File: src/rtl/rf_wport_arbiter_pkg.sv
// rtl/rf_wport_arbiter_pkg.sv - shared types for the regfile write-port arbiter
// Contents: rf_state_e, the two-state arbiter FSM encoding (CLEAR / RUN).
package rf_wport_arbiter_pkg;

  typedef enum logic {
    RF_ST_CLEAR = 1'b0,
    RF_ST_RUN   = 1'b1
  } rf_state_e;

endpackage

File: src/rtl/rf_wport_arbiter.sv
// rtl/rf_wport_arbiter.sv - regfile write-port owner: post-reset zero-fill, then WB/mul-div arbitration
// Ports:
//   clk, reset                       clock, synchronous active-high reset
//   wb_we, wb_waddr, wb_wdata        WB-stage write (fixed priority, no backpressure)
//   md_valid, md_ready               mul/div result handshake (md_ready is combinational)
//   md_waddr, md_wdata               mul/div destination and result
//   busy                             zero-fill in progress; WB must not write
//   stall_req                        mul/div starved; request a pipeline bubble
//   drop_err                         sticky: a WB write was lost during zero-fill
//   rf_we, rf_waddr, rf_wdata        registered regfile write port
module rf_wport_arbiter
  import rf_wport_arbiter_pkg::*;
#(
  parameter int NREG     = 32,
  parameter int AW       = 5,
  parameter int DW       = 32,
  parameter int MAX_WAIT = 4,
  parameter int CLEAR_EN = 1
) (
  input  logic          clk,
  input  logic          reset,
  input  logic          wb_we,
  input  logic [AW-1:0] wb_waddr,
  input  logic [DW-1:0] wb_wdata,
  input  logic          md_valid,
  output logic          md_ready,
  input  logic [AW-1:0] md_waddr,
  input  logic [DW-1:0] md_wdata,
  output logic          busy,
  output logic          stall_req,
  output logic          drop_err,
  output logic          rf_we,
  output logic [AW-1:0] rf_waddr,
  output logic [DW-1:0] rf_wdata
);

  localparam int WCW = $clog2(MAX_WAIT + 1);
  localparam logic [WCW-1:0] WAIT_MAX = WCW'(MAX_WAIT);
  localparam logic [AW-1:0]  LAST_REG = AW'(NREG - 1);

  rf_state_e      state_q, state_d;
  logic [AW-1:0]  clr_ptr_q, clr_ptr_d;
  logic [WCW-1:0] wait_cnt_q, wait_cnt_d;
  logic           drop_err_q, drop_err_d;
  logic           rf_we_q, rf_we_d;
  logic [AW-1:0]  rf_waddr_q, rf_waddr_d;
  logic [DW-1:0]  rf_wdata_q, rf_wdata_d;

  // A WB write to x0 is a no-op, so it does not claim the port.
  logic wb_hit;
  assign wb_hit = wb_we && (wb_waddr != '0);

  always_comb begin
    state_d    = state_q;
    clr_ptr_d  = clr_ptr_q;
    wait_cnt_d = wait_cnt_q;
    drop_err_d = drop_err_q;
    rf_we_d    = 1'b0;
    rf_waddr_d = rf_waddr_q;
    rf_wdata_d = rf_wdata_q;
    md_ready   = 1'b0;
    stall_req  = 1'b0;

    case (state_q)
      RF_ST_CLEAR: begin
        rf_we_d    = 1'b1;
        rf_waddr_d = clr_ptr_q;
        rf_wdata_d = '0;
        clr_ptr_d  = clr_ptr_q + 1'b1;
        if (wb_hit) drop_err_d = 1'b1;
        if (clr_ptr_q == LAST_REG) state_d = RF_ST_RUN;
      end
      default: begin
        if (wb_hit) begin
          rf_we_d    = 1'b1;
          rf_waddr_d = wb_waddr;
          rf_wdata_d = wb_wdata;
        end else if (md_valid) begin
          md_ready = 1'b1;
          // md result to x0 is consumed but never reaches the regfile.
          if (md_waddr != '0) begin
            rf_we_d    = 1'b1;
            rf_waddr_d = md_waddr;
            rf_wdata_d = md_wdata;
          end
        end
      end
    endcase

    if (md_valid && !md_ready) begin
      if (wait_cnt_q != WAIT_MAX) wait_cnt_d = wait_cnt_q + 1'b1;
    end else if (md_valid) begin
      wait_cnt_d = '0;
    end

    stall_req = md_valid && (wait_cnt_q == WAIT_MAX);

    // Handshake outputs are held low while reset is asserted.
    if (reset) begin
      md_ready  = 1'b0;
      stall_req = 1'b0;
    end
  end

  always_ff @(posedge clk) begin
    if (reset) begin
      state_q    <= (CLEAR_EN != 0) ? RF_ST_CLEAR : RF_ST_RUN;
      clr_ptr_q  <= AW'(1);
      wait_cnt_q <= '0;
      drop_err_q <= 1'b0;
      rf_we_q    <= 1'b0;
      rf_waddr_q <= '0;
      rf_wdata_q <= '0;
    end else begin
      state_q    <= state_d;
      clr_ptr_q  <= clr_ptr_d;
      wait_cnt_q <= wait_cnt_d;
      drop_err_q <= drop_err_d;
      rf_we_q    <= rf_we_d;
      rf_waddr_q <= rf_waddr_d;
      rf_wdata_q <= rf_wdata_d;
    end
  end

  assign busy     = (state_q == RF_ST_CLEAR);
  assign drop_err = drop_err_q;
  assign rf_we    = rf_we_q;
  assign rf_waddr = rf_waddr_q;
  assign rf_wdata = rf_wdata_q;

endmodule
File: config.mk
export PLATFORM = sky130hd
export DESIGN_NAME = rf_wport_arbiter
export DESIGN_NICKNAME = d
export VERILOG_FILES = /design/src/rtl/rf_wport_arbiter_pkg.sv /design/src/rtl/rf_wport_arbiter.sv
export SDC_FILE = /design/constraint.sdc
export NUM_CORES = 1
export LEC_CHECK = 0
export CORE_MARGIN = 10
export CORE_UTILIZATION = 39
export CTS_CLUSTER_DIAMETER = 100
export CTS_CLUSTER_SIZE = 28
export DETAILED_ROUTE_END_ITERATION = 10
export MAX_ROUTING_LAYER = met4
export PLACE_DENSITY = 0.91
export SYNTH_ARGS = -nofsm -noshare
export SYNTH_HDL_FRONTEND = slang
export SYNTH_SLANG_ARGS = --single-unit
File: constraint.sdc
create_clock -name clk -period 2.1 [get_ports clk]
set_input_delay 0.315 -clock clk [delete_from_list [all_inputs] [get_ports clk]]
set_output_delay 0.315 -clock clk [all_outputs]
set_load 0.005 [all_outputs]
==> metrics.md, run 1 <==
| Metric | Value |
|---|---|
| Met1 WL | around 2.9 mm |
| Met2 WL | roughly 3.7 mm |
| Post-Syn Instances | 240 |
| Slew of the pin with the lowest slew margin | 472 ps |
| Period utilisation layout | 96.2% |
| IO Pins | 120 |
| WP data arrival | roughly 1700 ps |
| Worst Setup Start Kind | input pin |
| CTS root buf | clkbuf_8 |
| Slew Limit Headroom | 68.5% |
| Placer Congestion | 0.883 |
| Top cells by instance count after synthesis | dfxtp_1, a21oi_1, mux2i_1, o21ai_1 |
| Fill cell count | 449 |
| CP max FO | 3 |
| Count leader, synth | dfxtp_1 |
| Max_cap viols | 0 |
| Fin crit period | 2020 ps |
| Placed wire-length estimate | 5.71 mm |
| Outcome | finished, final reports clean |
| Layout Nets | 443 |
| CTS tree | built |
| Buf/Inv on CP | 2 |
| Routed wire length | slightly above 7 mm |
| First DRT Iteration DRCs | 57 |
| Initial antenna violation count | 0 |
| Syn avg cell area | about 9.2 um2 |
| Grt total ovfl | 0 |
| Reg-to-reg startpoint | clr_ptr_q[0] |
| Share of layout cells above drive strength 1 | 9.12% |
| Static leakage | approximately 1.4 nW |
| Post-Syn Nets | 322 |
| Crit. End Element | output port |
| Final Hold Fails | 0 |
| Core area | 0.00551 mm2 |
| Number of global-route vias before repair | approximately 2300 |
| Top post-synthesis cells by area | dfxtp_1, mux2i_1, a21oi_1 |
| Clock Tree Buf Depth | 2 |
| Hold slack | 469 ps |
| RSZ-0062 raised after global routing | no |
| Post-synth top area cell | dfxtp_1 |
| Critical path class | input pin to output port |
| GR Util All Layers | approximately 15% |
| Most used DFF post-synth | dfxtp_1 |
| Power per cell area | 533 mW/mm2 |
| Area growth syn-to-layout | 65.7% |
| Total CTS buffers | 5 |
| CTS Hold Bufs | 0 |
| Clock sink count | 48 |
| CP max stage delay | 510 ps |
| Die area | slightly above 0.009 mm2 |
| Critical-path cell list | clkdlybuf4s50_1, or4_4, o21ai_4, nand2_2, nor2_2, buf_2 |
| Final ANT Viol Nets | 0 |
| H-tree depth | 2 |
| Wire per inst | 16.4 um |
| Final Skew | 8.73 ps |
| Worst hold path stage count | 1 |
| Final Util | between 60% and 70% |
| Final setup violation count | 0 |
| Antenna cells | 0 |
| Worst R2R Setup Slack | 790 ps |
| Mapped cell area | 0.00220 mm2 |
| Reg2Reg Depth | 5 |
| Hold Path Sink | rf_waddr[1] |
| Port-buffer cells | 119 |
| Pin count of the biggest net entering global routing | 68 |
| Seq/Total Area, Yosys | 43.6% |
| Fmax | 495 MHz |
| FP Rows | 27 |
| Starting Density | approximately two fifths |
| Seq cells post-synth | 48 |
| Top layer in use | met4 |
| EDFF count, synth | 0 |
| # DRC | 0 |
| Vias | 2257 |
| Critical path required time | 1780 ps |
| Synth warn | 0 |
| Crit Reg-Reg Endpoint | clr_ptr_q[4] |
| CP max stage cell | or4_4 |
| Global-route wire length before repair | 10.7 mm |
| Die width | ~95 um |
| Detailed Routing Iterations Pass 1 | 4 |
| Async SR Flop Fraction | 0% |
| Synth top area share | 43.6% |
| HP Start | rf_waddr[1] |
| Clock Latency Late Sink | 300 ps |
| Total power | 0.00195 W |
| Die Ht | 95.2 um |
| Metal3 WL | 473 um |
| Worst-path clk slew | 90 ps |
| Slew Viols, Final | 0 |
| Critical Path Start | wb_waddr[4] |
| Peak supply drop | ~0.31 mV |
| Worst hold path class | flip-flop to flip-flop |
| Cell variety after synth | between 40 and 50 |
| Drt via density | approximately 5.2 |
| Largest delay share family, worst path | simple AND/OR/NAND/NOR gates |
power breakdown:
| part | total (W) | switching (W) | internal [W] |
|---|---|---|---|
| clock | 0.000668 | 0.000316 | 0.000353 |
| sequential | 0.000945 | 0.0000165 | 0.000929 |
| combinational | 0.000334 | 0.000121 | 0.000213 |
| total | 0.00195 | 0.000453 | 0.00149 |
routing by layer:
metal	GRT usage, %	up-vias
met5	-	-
met4	4.11	0
met3	4.87	6
met2	26.1	76
met1	16.7	1056
li1	-	1119
area by class of cell:
| type | count | area (um2) | area share [%] |
|---|---|---|---|
| clock inverter | 3 | 42.5 | 1.17 |
| tap | 72 | 90.1 | 2.47 |
| multi-input combinational | 169 | 1150 | 31.5 |
| timing repair buffer | 134 | 1330 | 36.4 |
| clock buffer | 5 | 68.8 | 1.88 |
| sequential | 48 | 961 | 26.3 |
| inverter | 3 | 11.3 | 0.308 |
registers in the layout (all words and copies together), names as in the netlist:
register,flops
clr_ptr_q,5
drop_err,1
rf_waddr,5
rf_wdata,32
rf_we,1
state_q,1
wait_cnt_q,3
worst register-to-register path, stage by stage (launching register included):
cell and delay, ps:
dfxtp_1 360, ha_1 220, and3_1 190, ha_1 270
mux2i_1 120, nor2_1 50
cell usage in the layout (no fill, tap or decap), types with 3 or more instances in the layout:
cell / instances
nand2_1: 11
buf_4: 12
ha_1: 4
dfxtp_1: 48
a31oi_1: 4
a21oi_1: 36
clkdlybuf4s50_1: 116
mux2i_1: 34
clkbuf_8: 5
nor2_1: 10
o21ai_1: 32
o21bai_1: 3
o2bb2ai_1: 4
cell families (layout without fill, tap and decap cells):
family,Yosys count,after routing,synth area share [%]
muxes,34,34,15.4
buffers and inverters,23,145,5.00
DFF,48,48,43.6
adders and majority gates,4,4,2.27
xor gates and xnor gates,3,3,1.19
AOI/OAI and AO/OA,91,91,23.9
and+or+nand+nor,37,37,8.58
through the flow:
stage,setup TNS [ps],std cells,area (um2),setup slack [ps]
2_1_floorplan,0,240,2200,492
3_3_place_gp,-9490,426,3530,-421
3_5_place_dp,-11090,426,3530,-429
4_1_cts,-13.1,434,3650,-13.1
5_1_grt,0,434,3650,2.01
6_report,0,434,3650,80.8
worst max-delay path by stage:
stage / end / slack (ps) / cells past startpoint
after detailed placement: md_ready / -430 / 6
after global placement: md_ready / -420 / 6
final: md_ready / 80 / 6
after global routing: stall_req / 2 / 5
after CTS: md_ready / -10 / 6
after floorplan: rf_wdata[10] / 490 / 6
timing repair:
item | in CTS | in global routing
gates cloned | 0 | 0
resized for setup | 7 | 2
setup endpoints to repair | 4 | 1
pin swaps | 3 | 2
buffers inserted | 0 | 0
No activity file was read; power rests on OpenSTA's default activity.
==> inputs of run 2 (changes only) <==
--- a/config.mk
+++ b/config.mk
@@ -12,6 +12,7 @@
 export DETAILED_ROUTE_END_ITERATION = 10
 export MAX_ROUTING_LAYER = met4
 export PLACE_DENSITY = 0.91
+export SETUP_SLACK_MARGIN = 0.3
 export SYNTH_ARGS = -nofsm -noshare
 export SYNTH_HDL_FRONTEND = slang
 export SYNTH_SLANG_ARGS = --single-unit
==> run 2 against run 1 <==
First-iteration DRC count grew 8.8%. Design area grew 3.0%. Clock skew grew 0.71 ps. Die area is the same. Sequential share of layout area shrank 0.77 points. Power grew 1.4%. Maximum frequency grew 16%. Register-to-register slack is essentially flat. Non-clock buffer count grew 6. Largest cell class unchanged.
==> metrics.md, run 2 (synthesized netlist as in run 1, its figures left out) <==
| Metric | Value |
|---|---|
| Hold Path Sink | rf_waddr[1] (unchanged) |
| Reg power frac | 47.9% (was 48.5%) |
| Vias | 2285 (was 2257) |
| Final worst slack | 357 ps (was 80.8 ps) |
| Clock network power share | 34.0% (was 34.3%) |
| Final instance area | 0.00376 mm2 (was 0.00365 mm2) |
| Final setup violation count | 0 (unchanged) |
| Fmax | 574 MHz (was 495 MHz) |
| Die width | 95.2 um (unchanged) |
| # DRC | 0 (unchanged) |
| Clock Tree Buf Depth | 2 (unchanged) |
| CTS root buf | clkbuf_8 (unchanged) |
| Final Skew | 9.43 ps (was 8.73 ps) |
| Total power | 0.00197 W (was 0.00195 W) |
| Crit Reg-Reg Endpoint | clr_ptr_q[4] (unchanged) |
| CTS Hold Bufs | 0 (unchanged) |
| Critical path required time | 1780 ps (about the same) |
| Commonest non-fill, non-tap cells in the layout | clkdlybuf4s50_1, dfxtp_1, a21oi_1, mux2i_1, o21ai_1 (unchanged) |
| Comb power frac | 18.1% (was 17.1%) |
| Wire per inst | 17.1 um (was 16.4 um) |
| Worst R2R Setup Slack | 790 ps (about the same) |
| Antenna cells | 0 (unchanged) |
| Setup WS pre-CTS | -429 ps (unchanged) |
| HP Start | md_waddr[1] (was rf_waddr[1]) |
| Die area | 0.00906 mm2 (unchanged) |
| Starting Density | 40.0% (unchanged) |
| Initial antenna violation count | 0 (unchanged) |
| Switching share of power | 23.5% (was 23.2%) |
| Drt via density | 5.19 (was 5.20) |
| Worst Setup Start Kind | input pin (unchanged) |
| Power per cell area | 525 mW/mm2 (was 533 mW/mm2) |
| Placed wire-length estimate | 5.71 mm (unchanged) |
| Setup TNS | 0 ps (unchanged) |
| Fin crit period | 1740 ps (was 2020 ps) |
| Die Ht | 95.2 um (unchanged) |
| Total CTS buffers | 5 (unchanged) |
| Number of global-route vias before repair | 2264 (was 2257) |
| IO Pins | 120 (unchanged) |
| H-tree depth | 2 (unchanged) |
| Global-route wire length before repair | 10.7 mm (about the same) |
| Grt total ovfl | 0 (unchanged) |
| Worst-path clk slew | 90 ps (about the same) |
| Final Hold Fails | 0 (unchanged) |
| WP data arrival | 1430 ps (was 1700 ps) |
| Max reg flops | 32 (unchanged) |
| Internal | 0.00151 W (was 0.00149 W) |
| FP Rows | 27 (unchanged) |
| Core area | 0.00551 mm2 (unchanged) |
| GR Util All Layers | 15.3% (about the same) |
| Reg-to-reg startpoint | clr_ptr_q[0] (unchanged) |
| Critical path class | input pin to output port (unchanged) |
| Placed inst area | 0.00353 mm2 (unchanged) |
| Slew Limit Headroom | 68.4% (was 68.5%) |
| Static leakage | 1.49 nW (was 1.40 nW) |
| Reg2Reg Depth | 5 (unchanged) |
| Clock sink count | 48 (unchanged) |
| Pin count of the biggest net entering global routing | 68 (unchanged) |
| Clock Latency Late Sink | 300 ps (about the same) |
| Hold slack | 343 ps (was 469 ps) |
| Port-buffer cells | 119 (unchanged) |
| Detailed Routing Iterations Pass 1 | 4 (unchanged) |
| Placer Congestion | 0.883 (unchanged) |
| Slew of the pin with the lowest slew margin | 475 ps (was 472 ps) |
| Peak supply drop | 0.313 mV (about the same) |
| Slew Viols, Final | 0 (unchanged) |
| CP max FO | 2 (was 3) |
| Max_cap viols | 0 (unchanged) |
| Outcome | finished, final reports clean (unchanged) |
| Worst hold path stage count | 3 (was 1) |
| Switching power | 0.000465 W (was 0.000453 W) |
| CTS tree | built (unchanged) |
| Final ANT Viol Nets | 0 (unchanged) |
| Crit. End Element | output port (unchanged) |
| Most common cell after layout, fill and taps aside | clkdlybuf4s50_1 (unchanged) |
| First DRT Iteration DRCs | 62 (was 57) |
| Period utilisation layout | 83.0% (was 96.2%) |
| Layout Nets | 449 (was 443) |
| Worst hold path class | input pin to flip-flop (was flip-flop to flip-flop) |
| Area growth syn-to-layout | 70.7% (was 65.7%) |
| Share of layout cells above drive strength 1 | 12.2% (was 9.12%) |
| RSZ-0062 raised after global routing | no (unchanged) |
| Routed wire length | 7.53 mm (was 7.12 mm) |
## run 2: changes by cell type in the layout (fill, tap and decap cells not counted), sizes merged
cell and delta:
clkdlybuf4s50 -6, dlymetal6s2s +2, buf +3, clkdlybuf4s15 +1
clkbuf +6
## run 2: how the worst max path moves through the flow
| stage | start | endpoint | slack, ps | cells after the start |
|---|---|---|---|---|
| detailed placement | wb_waddr[0] | md_ready | -430 | 6 |
| finish | wb_waddr[4] | md_ready | 360 | 6 |
| floorplan | md_waddr[3] | rf_wdata[10] | 490 | 6 |
| CTS | wb_waddr[0] | md_ready | 150 | 6 |
| global route | wait_cnt_q[0] | stall_req | 300 | 5 |
| global placement | wb_waddr[0] | md_ready | -420 | 6 |
## run 2: worst max-delay path: stages
cell and delay, ps:
clkdlybuf4s15_1 180, or4_4 500, o21ai_4 170, nand2_2 80, nor2_2 70, buf_2 110
## run 2: area by class of cell
cell class | count | area (um2)
clock inverter | 3 | 42.5
inverter | 3 | 11.3
clock buffer | 5 | 68.8
tap | 72 | 90.1
multi-input combinational | 169 | 1170
sequential | 48 | 961
timing repair buffer | 140 | 1420
fill | 434 | 1750
## run 2: layer usage
metal / vias up / share of wire, % / track usage (%)
met5: - / 0 / -
met4: 0 / 1.2 / 4.11
met3: 10 / 7.3 / 4.87
met2: 88 / 51 / 26.3
met1: 1059 / 40 / 16.7
li1: 1128 / - / -
## run 2: repair_timing
| action | CTS | global route |
|---|---|---|
| buffers inserted | 1 | 1 |
| gates cloned | 0 | 4 |
| hold endpoints to repair | 0 | 0 |
| resized for setup | 12 | 14 |
| endpoints found under the setup margin | 44 | 37 |
| pin swaps | 4 | 8 |
## run 2: per-stage QoR
stage               instances  utilization, %
finish                    440            68.3
global route              440            68.3
CTS                       435            66.3
detailed placement        426            64.2
global placement          426            64.2
floorplan                 240               -
## run 2: power groups by stage
| stage | clock (W) | sequential, W | combinational (W) |
|---|---|---|---|
| after floorplan | 0 | 0.000963 | 0.000131 |
| after global placement | 0 | 0.000965 | 0.000326 |
| after detailed placement | 0 | 0.000966 | 0.000334 |
| after CTS | 0.000697 | 0.000945 | 0.000335 |
| after global routing | 0.000713 | 0.000947 | 0.000384 |
| final | 0.000672 | 0.000945 | 0.000358 |
